$ cat config.mk
export PLATFORM = sky130hd
export DESIGN_NAME = frame_step_monitor
export DESIGN_NICKNAME = d
export VERILOG_FILES = /design/src/rtl/frame_step_monitor.sv
export SDC_FILE = /design/constraint.sdc
export NUM_CORES = 1
export LEC_CHECK = 0
export CORE_UTILIZATION = 48
export CTS_CLUSTER_SIZE = 28
export DETAILED_ROUTE_END_ITERATION = 8
export PLACE_DENSITY = 0.87
export RECOVER_POWER = 50
export REMOVE_ABC_BUFFERS = 1
export SLEW_MARGIN = 5
export SYNTH_ARGS = -nofsm -noshare
export SYNTH_HDL_FRONTEND = slang
export SYNTH_SLANG_ARGS = --single-unit
$ cat constraint.sdc
create_clock -name clk -period 3 [get_ports clk]
set_clock_uncertainty 0.2 [all_clocks]
set_input_delay 0.6 -clock clk [delete_from_list [all_inputs] [get_ports clk]]
set_output_delay 0.6 -clock clk [all_outputs]
set_load 0.05 [all_outputs]
$ cat src/rtl/frame_step_monitor.sv
// frame_step_monitor
//   Frame-synchronous monitor/controller next to the VGA pixel generator.
//   Builds a CRC-16-CCITT signature over each frame's active area, counts
//   completed frames and issues the robot step pulse on frame boundaries
//   (free-run every N frames, paused, or single-step).
//
// Ports
//   clk, reset            : clock, asynchronous active-high reset
//   pix_en                : pixel qualifier, one clk per scan position
//   pixel_x, pixel_y      : current scan position
//   vga_r, vga_g, vga_b   : colour of the current pixel
//   run_en                : 1 = free-run stepping, 0 = paused
//   step_req              : single-step request (rising edge used)
//   step_div              : frames per step in run mode, 0 behaves as 1
//   robot_step            : one-clk step pulse, only together with frame_done
//   frame_done            : one-clk pulse after each frame end
//   frame_sig, sig_valid  : CRC of the last frame and whether it was complete
//   frame_count           : completed frames since reset (wraps)
//   mode                  : 00 PAUSED, 01 RUNNING, 10 STEP_ARMED
module frame_step_monitor #(
    parameter int H_ACTIVE = 640,
    parameter int V_ACTIVE = 480,
    parameter int X_W      = 10,
    parameter int Y_W      = 10,
    parameter int COLOR_W  = 8,
    parameter int FCNT_W   = 16,
    parameter int DIV_W    = 8
) (
    input  logic               clk,
    input  logic               reset,
    input  logic               pix_en,
    input  logic [X_W-1:0]     pixel_x,
    input  logic [Y_W-1:0]     pixel_y,
    input  logic [COLOR_W-1:0] vga_r,
    input  logic [COLOR_W-1:0] vga_g,
    input  logic [COLOR_W-1:0] vga_b,
    input  logic               run_en,
    input  logic               step_req,
    input  logic [DIV_W-1:0]   step_div,
    output logic               robot_step,
    output logic               frame_done,
    output logic [15:0]        frame_sig,
    output logic               sig_valid,
    output logic [FCNT_W-1:0]  frame_count,
    output logic [1:0]         mode
);

    typedef enum logic [1:0] {
        PAUSED     = 2'b00,
        RUNNING    = 2'b01,
        STEP_ARMED = 2'b10
    } mode_t;

    localparam logic [X_W-1:0] LP_H    = X_W'(H_ACTIVE);
    localparam logic [Y_W-1:0] LP_V    = Y_W'(V_ACTIVE);
    localparam int             PIX_W   = 3 * COLOR_W;

    // Whole pixel absorbed MSB first in a single clock.
    function automatic logic [15:0] crc_absorb(input logic [15:0] c,
                                               input logic [PIX_W-1:0] d);
        logic [15:0] v;
        v = c;
        for (int i = PIX_W - 1; i >= 0; i--) begin
            if (v[15] ^ d[i]) v = {v[14:0], 1'b0} ^ 16'h1021;
            else              v = {v[14:0], 1'b0};
        end
        return v;
    endfunction

    mode_t             r_mode;
    logic [DIV_W-1:0]  r_div;
    logic [15:0]       r_crc;
    logic [15:0]       r_frame_sig;
    logic              r_started;
    logic              r_step_q;
    logic              r_prev_vld;
    logic [X_W-1:0]    r_prev_x;
    logic [Y_W-1:0]    r_prev_y;
    logic              r_robot_step;
    logic              r_frame_done;
    logic              r_sig_valid;
    logic [FCNT_W-1:0] r_frame_count;

    logic             w_active;
    logic             w_origin;
    logic             w_same_pos;
    logic             w_frame_end;
    logic             w_step_rise;
    logic [PIX_W-1:0] w_pixel;
    logic [DIV_W:0]   w_div_next;
    logic [DIV_W:0]   w_div_lim;
    logic             w_div_hit;

    assign w_active    = pix_en && (pixel_x < LP_H) && (pixel_y < LP_V);
    assign w_origin    = (pixel_x == '0) && (pixel_y == '0);
    // A frame-end position held over several qualified clks fires only once.
    assign w_same_pos  = r_prev_vld && (r_prev_x == pixel_x) && (r_prev_y == pixel_y);
    assign w_frame_end = pix_en && (pixel_x == '0) && (pixel_y == LP_V) && !w_same_pos;
    assign w_step_rise = step_req && !r_step_q;
    assign w_pixel     = {vga_r, vga_g, vga_b};

    // Divider compared one bit wider so divider+1 cannot wrap.
    assign w_div_next  = {1'b0, r_div} + (DIV_W+1)'(1);
    assign w_div_lim   = (step_div == '0) ? (DIV_W+1)'(1) : {1'b0, step_div};
    assign w_div_hit   = (w_div_next >= w_div_lim);

    always_ff @(posedge clk or posedge reset) begin
        if (reset) begin
            r_mode        <= PAUSED;
            r_div         <= '0;
            r_crc         <= 16'hFFFF;
            r_frame_sig   <= 16'h0000;
            r_started     <= 1'b0;
            r_step_q      <= 1'b0;
            r_prev_vld    <= 1'b0;
            r_prev_x      <= '0;
            r_prev_y      <= '0;
            r_robot_step  <= 1'b0;
            r_frame_done  <= 1'b0;
            r_sig_valid   <= 1'b0;
            r_frame_count <= '0;
        end else begin
            r_frame_done <= w_frame_end;
            r_robot_step <= 1'b0;
            r_step_q     <= step_req;

            if (pix_en) begin
                r_prev_vld <= 1'b1;
                r_prev_x   <= pixel_x;
                r_prev_y   <= pixel_y;
            end

            // Sticky: once the origin has been seen, every later frame is complete.
            if (w_active && w_origin) r_started <= 1'b1;

            // Frame end sits on row V_ACTIVE, so it never coincides with an
            // active pixel and the running CRC can simply restart.
            if (w_frame_end) begin
                r_frame_sig   <= r_crc;
                r_sig_valid   <= r_started;
                r_frame_count <= r_frame_count + FCNT_W'(1);
                r_crc         <= 16'hFFFF;
            end else if (w_active) begin
                r_crc <= crc_absorb(r_crc, w_pixel);
            end

            case (r_mode)
                PAUSED: begin
                    if (run_en)           r_mode <= RUNNING;
                    else if (w_step_rise) r_mode <= STEP_ARMED;
                end
                RUNNING: begin
                    if (!run_en) begin
                        r_mode <= PAUSED;
                        r_div  <= '0;
                    end else if (w_frame_end) begin
                        if (w_div_hit) begin
                            r_robot_step <= 1'b1;
                            r_div        <= '0;
                        end else begin
                            r_div <= w_div_next[DIV_W-1:0];
                        end
                    end
                end
                STEP_ARMED: begin
                    // Run takes priority over a pending single step.
                    if (run_en) begin
                        r_mode <= RUNNING;
                    end else if (w_frame_end) begin
                        r_robot_step <= 1'b1;
                        r_mode       <= PAUSED;
                    end
                end
                default: r_mode <= PAUSED;
            endcase
        end
    end

    assign robot_step  = r_robot_step;
    assign frame_done  = r_frame_done;
    assign frame_sig   = r_frame_sig;
    assign sig_valid   = r_sig_valid;
    assign frame_count = r_frame_count;
    assign mode        = r_mode;

endmodule

After elaboration in Yosys (flattened, before gate mapping)
Index checks and enable logic that the tools add are counted.
{"block": "word_totals", "reg_bits": 84, "inputBits": 57, "out_inout_bits": 37, "elab_cells": 182}
{"block": "op_classes", "addsub": 2, "magnitude_cmp": 3, "n_eq_ne": 9, "n_mux": 88, "n_bitwise": 48, "reduce_logical": 19}
{"op": "$mux 16", "n": 48}
{"op": "$mux 13", "n": 24}
{"op": "$not 3->3", "n": 24}
{"op": "$mux 8", "n": 4}
{"op": "$xor 1x1->1", "n": 24}
{"op": "$eq 10x10->1", "n": 2}
{"op": "$logic_not 10->1", "n": 2}
{"op": "$add 16x1->16 const B", "n": 1}
{"op": "$eq 10x9->1 const B", "n": 1}
{"op": "$logic_and 1x1->1", "n": 10}
{"op": "$lt 10x10->1 const B", "n": 1}
{"op": "$lt 10x9->1 const B", "n": 1}
{"op": "$mux 2", "n": 5}
{"op": "$add 8x1->9 const B", "n": 1}
{"op": "$ge 9x8->1", "n": 1}
{"op": "$logic_not 8->1", "n": 1}
{"op": "$ne 3x3->1 const B", "n": 2}
{"op": "$pmux 2 s3", "n": 1}
{"op": "$mux 1", "n": 5}
{"op": "$reduce_and 3->1", "n": 1}
{"op": "$eq 2x1->1 const B", "n": 1}
{"op": "$eq 2x2->1 const B", "n": 1}
{"op": "$logic_not 1->1", "n": 2}
{"op": "$logic_not 2->1", "n": 1}
{"op": "other kinds (5)", "n": 5}

Depth between registers and ports, before layout
Gate-level depths: netlist of run 1.
{"block": "depth", "ltp_word": 98, "ltp_mapped": 12}

Worst setup path after synthesis of run 1
Ideal clock, no wire load.
{"block": "synth_path", "path_type": "register to register", "from": "register r_div[2]", "to": "register r_div[1]", "t_arrival_ns": 2.610, "required_time_ns": 2.735, "setup_slack_ns": 0.125, "path_stages_with_launch": 12, "path_buffers": 1, "cell_sequence": "dfrtp_1 -> clkbuf_1 -> nand3_1 -> nor2_1 -> xor2_1 -> ha_1 -> a21o_1 -> a21o_1 -> a21oi_1 -> o21a_1 -> and4_1 -> a31o_2"}
{"block": "synth_between", "elab_chain_cells": 5}
{"element": "start: declaration", "line_no": "71", "text": "logic [DIV_W-1:0] r_div;"}
{"element": "start signal: assignment", "line_no": "161", "text": "r_div <= w_div_next[DIV_W-1:0];"}
{"element": "$add 8x1->9", "line_no": "103", "text": "assign w_div_next = {1'b0, r_div} + (DIV_W+1)'(1);"}
{"element": "$ge 9x8->1", "line_no": "105", "text": "assign w_div_hit = (w_div_next >= w_div_lim);"}
{"element": "$mux 8", "line_no": "157", "text": "if (w_div_hit) begin"}
{"element": "$mux 8", "line_no": "156", "text": "end else if (w_frame_end) begin"}
{"element": "$mux 8", "line_no": "153", "text": "if (!run_en) begin"}
No other way between the ends. The select of a mux whose other input is x is not followed.
A chain may end at the register's enable or synchronous reset.

Worst setup path after layout of run 1
{"block": "layout_path", "from": "input port pixel_y[7]", "to": "register r_sig_valid, in the netlist sig_valid"}
{"block": "layout_between", "elab_chain_cells": 4, "word_cells_on_any_way": 6, "cone_classes": "eq/ne (2); reduce/logical (4)"}
{"element": "start: declaration", "line_no": "33", "text": "input logic [Y_W-1:0] pixel_y,"}
{"element": "$eq 10x10->1", "line_no": "97", "text": "assign w_same_pos = r_prev_vld && (r_prev_x == pixel_x) && (r_prev_y == pixel_y);"}
{"element": "$logic_and 1x1->1", "line_no": "97"}
{"element": "$logic_not 1->1", "line_no": "98", "text": "assign w_frame_end = pix_en && (pixel_x == '0) && (pixel_y == LP_V) && !w_same_pos;"}
{"element": "$logic_and 1x1->1 *", "line_no": "98"}
{"element": "end signal: assignment", "line_no": "140", "text": "r_sig_valid <= r_started;"}
{"element": "end: declaration", "line_no": "81", "text": "logic r_sig_valid;"}
Every way passes the cells marked *; elsewhere a longest branch is shown, timed or not.

==> results of run 1 <==
-- kinds of logic (layout without fill, tap and decap cells) --
group,Yosys count,count (layout),share of synthesized area
AOI/OAI and AO/OA,58,58,0.0774
xor gates and xnor gates,114,114,0.232
adders and majority gates,13,13,0.0331
buffers and inverters,34,190,0.0260
DFF,84,84,0.432
muxes,38,38,0.0870
and+or+nand+nor,111,111,0.113
-- through the flow --
step / hold slack (ns) / instances / cell area (µm²)
CTS: 0.276 / 739 / 6650
global route: 0.317 / 741 / 6660
floorplan: 0.233 / 438 / 4860
detailed placement: 0.265 / 723 / 6430
global placement: 0.256 / 723 / 6430
finish: 0.275 / 741 / 6660
-- flip-flops by register name, summed over array words and instances, names as in the netlist --
| name | flops |
|---|---|
| frame_done | 1 |
| r_crc | 16 |
| frame_sig | 16 |
| r_prev_x | 10 |
| r_started | 1 |
| r_prev_vld | 1 |
| r_div | 8 |
| r_step_q | 1 |
| sig_valid | 1 |
| robot_step | 1 |
| r_prev_y | 10 |
| mode | 2 |
| frame_count | 16 |
-- cell type report --
type	instances	area, µm²	area share
multi-input combinational	334	2690	0.404
sequential	84	2120	0.319
timing repair buffer	154	1380	0.208
tap	133	166	0.0250
clock buffer	13	149	0.0224
inverter	20	76.3	0.0115
clock inverter	3	68.8	0.0103
-- cells in the final DEF, fill, tap and decap left out, types with 5 or more instances in the layout --
cell type,count
a21oi_1,14
a31oi_1,5
and3_1,7
buf_4,59
clkbuf_8,10
clkdlybuf4s50_1,90
dfrtp_1,67
dfstp_2,16
ha_1,13
inv_1,18
mux2_2,38
nand2_1,26
nand3_1,13
nand4_1,10
nor2_1,19
nor3_1,18
nor4_1,6
o21ai_0,14
xnor2_1,74
xnor2_2,5
xor2_1,27
-- worst paths after layout --
path,startpoint,end,cells after the start
setup / recovery,pixel_y[7],sig_valid$_DFFE_PP0P_,7
hold / removal,frame_count[15]$_DFFE_PP0P_,frame_count[15]$_DFFE_PP0P_,1
setup reg to reg,r_div[2]$_DFFE_PP0P_,r_div[5]$_DFFE_PP0P_,13
hold reg to reg,frame_count[15]$_DFFE_PP0P_,frame_count[15]$_DFFE_PP0P_,1
max in group asynchronous,reset,frame_sig[6]$_DFFE_PP0P_,3
min in group asynchronous,reset,mode[0]$_DFFE_PP0P_,2
-- repair_timing --
item                                    in CTS  in global routing
gates resized for setup                      0                  5
endpoints found under the setup margin       0                  7
buffers inserted                             0                  2
hold buffers                                 0                  0
-- metal layers --
metal  wire, µm  up-vias  share of wire  global-route usage
li1           -     1866              -                   -
met1       4850     1907           0.44               0.270
met2       5580       94           0.50               0.389
met3        326       21          0.030              0.0316
met4        294        0          0.027               0.106
met5          0        -              0                   0
-- report_power, final --
part	switching, mW	internal, mW
Sequential	0.162	1.39
Combinational	2.81	3.23
Clock	0.408	0.497
Total	3.38	5.12
-- Yosys cell counts (3+ instances only) --
cell type	number
xnor2_1	74
dfrtp_1	68
mux2_2	38
xor2_1	27
nand2_1	26
inv_1	19
nor2_1	19
nor3_1	18
a21oi_1	16
dfstp_2	16
o21ai_0	14
ha_1	13
nand3_1	13
clkbuf_1	12
nand4_1	10
and3_1	7
nor4_1	7
a31oi_1	6
xnor2_2	5
a21o_1	4
a31o_2	4
a32oi_1	3
nor2b_1	3
o211ai_1	3
xor2_2	3
==> metrics, run 1 <==
status completed; number of global-route vias before repair a little under 4000; crit path DAT roughly 2.9 ns; DR iter-0 viols about 110; Setup crit start kind input port; residual DRC count 0; Tmin final around 2.8 ns; Total Routing Usage GR 0.222; die area ~0.011 mm²; crit-path cells clkdlybuf4s50_1 -> xor2_1 -> nor4_1 -> buf_4 -> and3_1 -> a31o_2 -> mux2_2; Die Y-Extent 103 µm; slew at the pin closest to its max-slew limit between 1 and 1.5 ns; Slew headroom 0.317; Critical Path RT slightly above 3 ns; H-tree levels 3; PwrDens 1280 mW/mm²; count of final max-slew check failures 0; clock-pin slew on the worst setup and hold paths 0.08 ns; TritonCTS clock tree built; Std-Cell Rows 36; largest delay contributor family on the critical path buffers and inverters; number of nets in the layout 673; EDFF count, synth 0; Final Hold Viols 0; Syn. warnings 0; Via density about 5.2; Leak Pwr between 2 and 3 nW; distinct cell type count after synthesis 43; Sum Neg Setup Slack 0 ns; total grt overflow 0; area delta synth->final 35.4%; Area contributors post-synth dfrtp_1 (35%), xnor2_1 (13%), mux2_2 (8.7%), dfstp_2 (8.5%), xor2_1 (4.8%); Post-Place Worst Slack -0.240 ns; Clock Sinks 84; asr flop ratio synth 1.00; CTS max path bufs 2; critical path type in2reg; Ant. Diodes 0; sequential fraction of the synthesis area 0.432; Cells after Synth approximately 450; Cell Area, Synth ~0.005 mm²; final period utilization 0.942; num ports between 90 and 100; PnR worst setup slack approximately 0.17 ns; # setup viols final 0; Max-Cap Viols 0; worst skew pair latency around 0.36 ns; port bufs a little over 90; Avg Cell Area, Syn 10.9 µm²; placer congestion estimate about 0.86; DR WL/cell between 10 and 15 µm; Fmax achieved 354 MHz; final WL between 10000 and 15000 µm; IR drop worst, VDD 1230 µV; Fillers approximately 710; CTS buffer count 9; largest net degree at the start of global routing 48; share of cells above drive strength 1 0.252; via count between 3000 and 4000; max incr delay on CP roughly 0.56 ns; Starting Density 0.498; CP max FO 22; synthesized flop and latch total 84; R2R setup slack 0.25 ns; Finished Core Util 0.675; HP Class reg2reg; overall power after layout roughly 8.5 mW; share of the synthesized area in the top cell type 0.346; CTS Root Cell clkbuf_8; Critical path buffers and inverters 2; drt first pass iters 4; initial antenna violation count 0; first-pass GRT wire length roughly 18000 µm; post-DP HPWL roughly 8500 µm; Die X-Extent just over 100 µm; Worst path slowest cell a31o_2; core area 0.00986 mm²; crit end category register; Final ANT Viol Nets 0; top_reg_cell synth dfrtp_1; area leader, netlist dfrtp_1
(Power assumes the default switching activity.)
==> inputs of run 2 (changes only) <==
--- a/config.mk
+++ b/config.mk
@@ -11,7 +11,7 @@
 export PLACE_DENSITY = 0.87
 export RECOVER_POWER = 50
 export REMOVE_ABC_BUFFERS = 1
-export SLEW_MARGIN = 5
+export SLEW_MARGIN = 25
 export SYNTH_ARGS = -nofsm -noshare
 export SYNTH_HDL_FRONTEND = slang
 export SYNTH_SLANG_ARGS = --single-unit
==> results of run 2 <==
The final DEF is identical to that of run 1; final timing and power are the same.
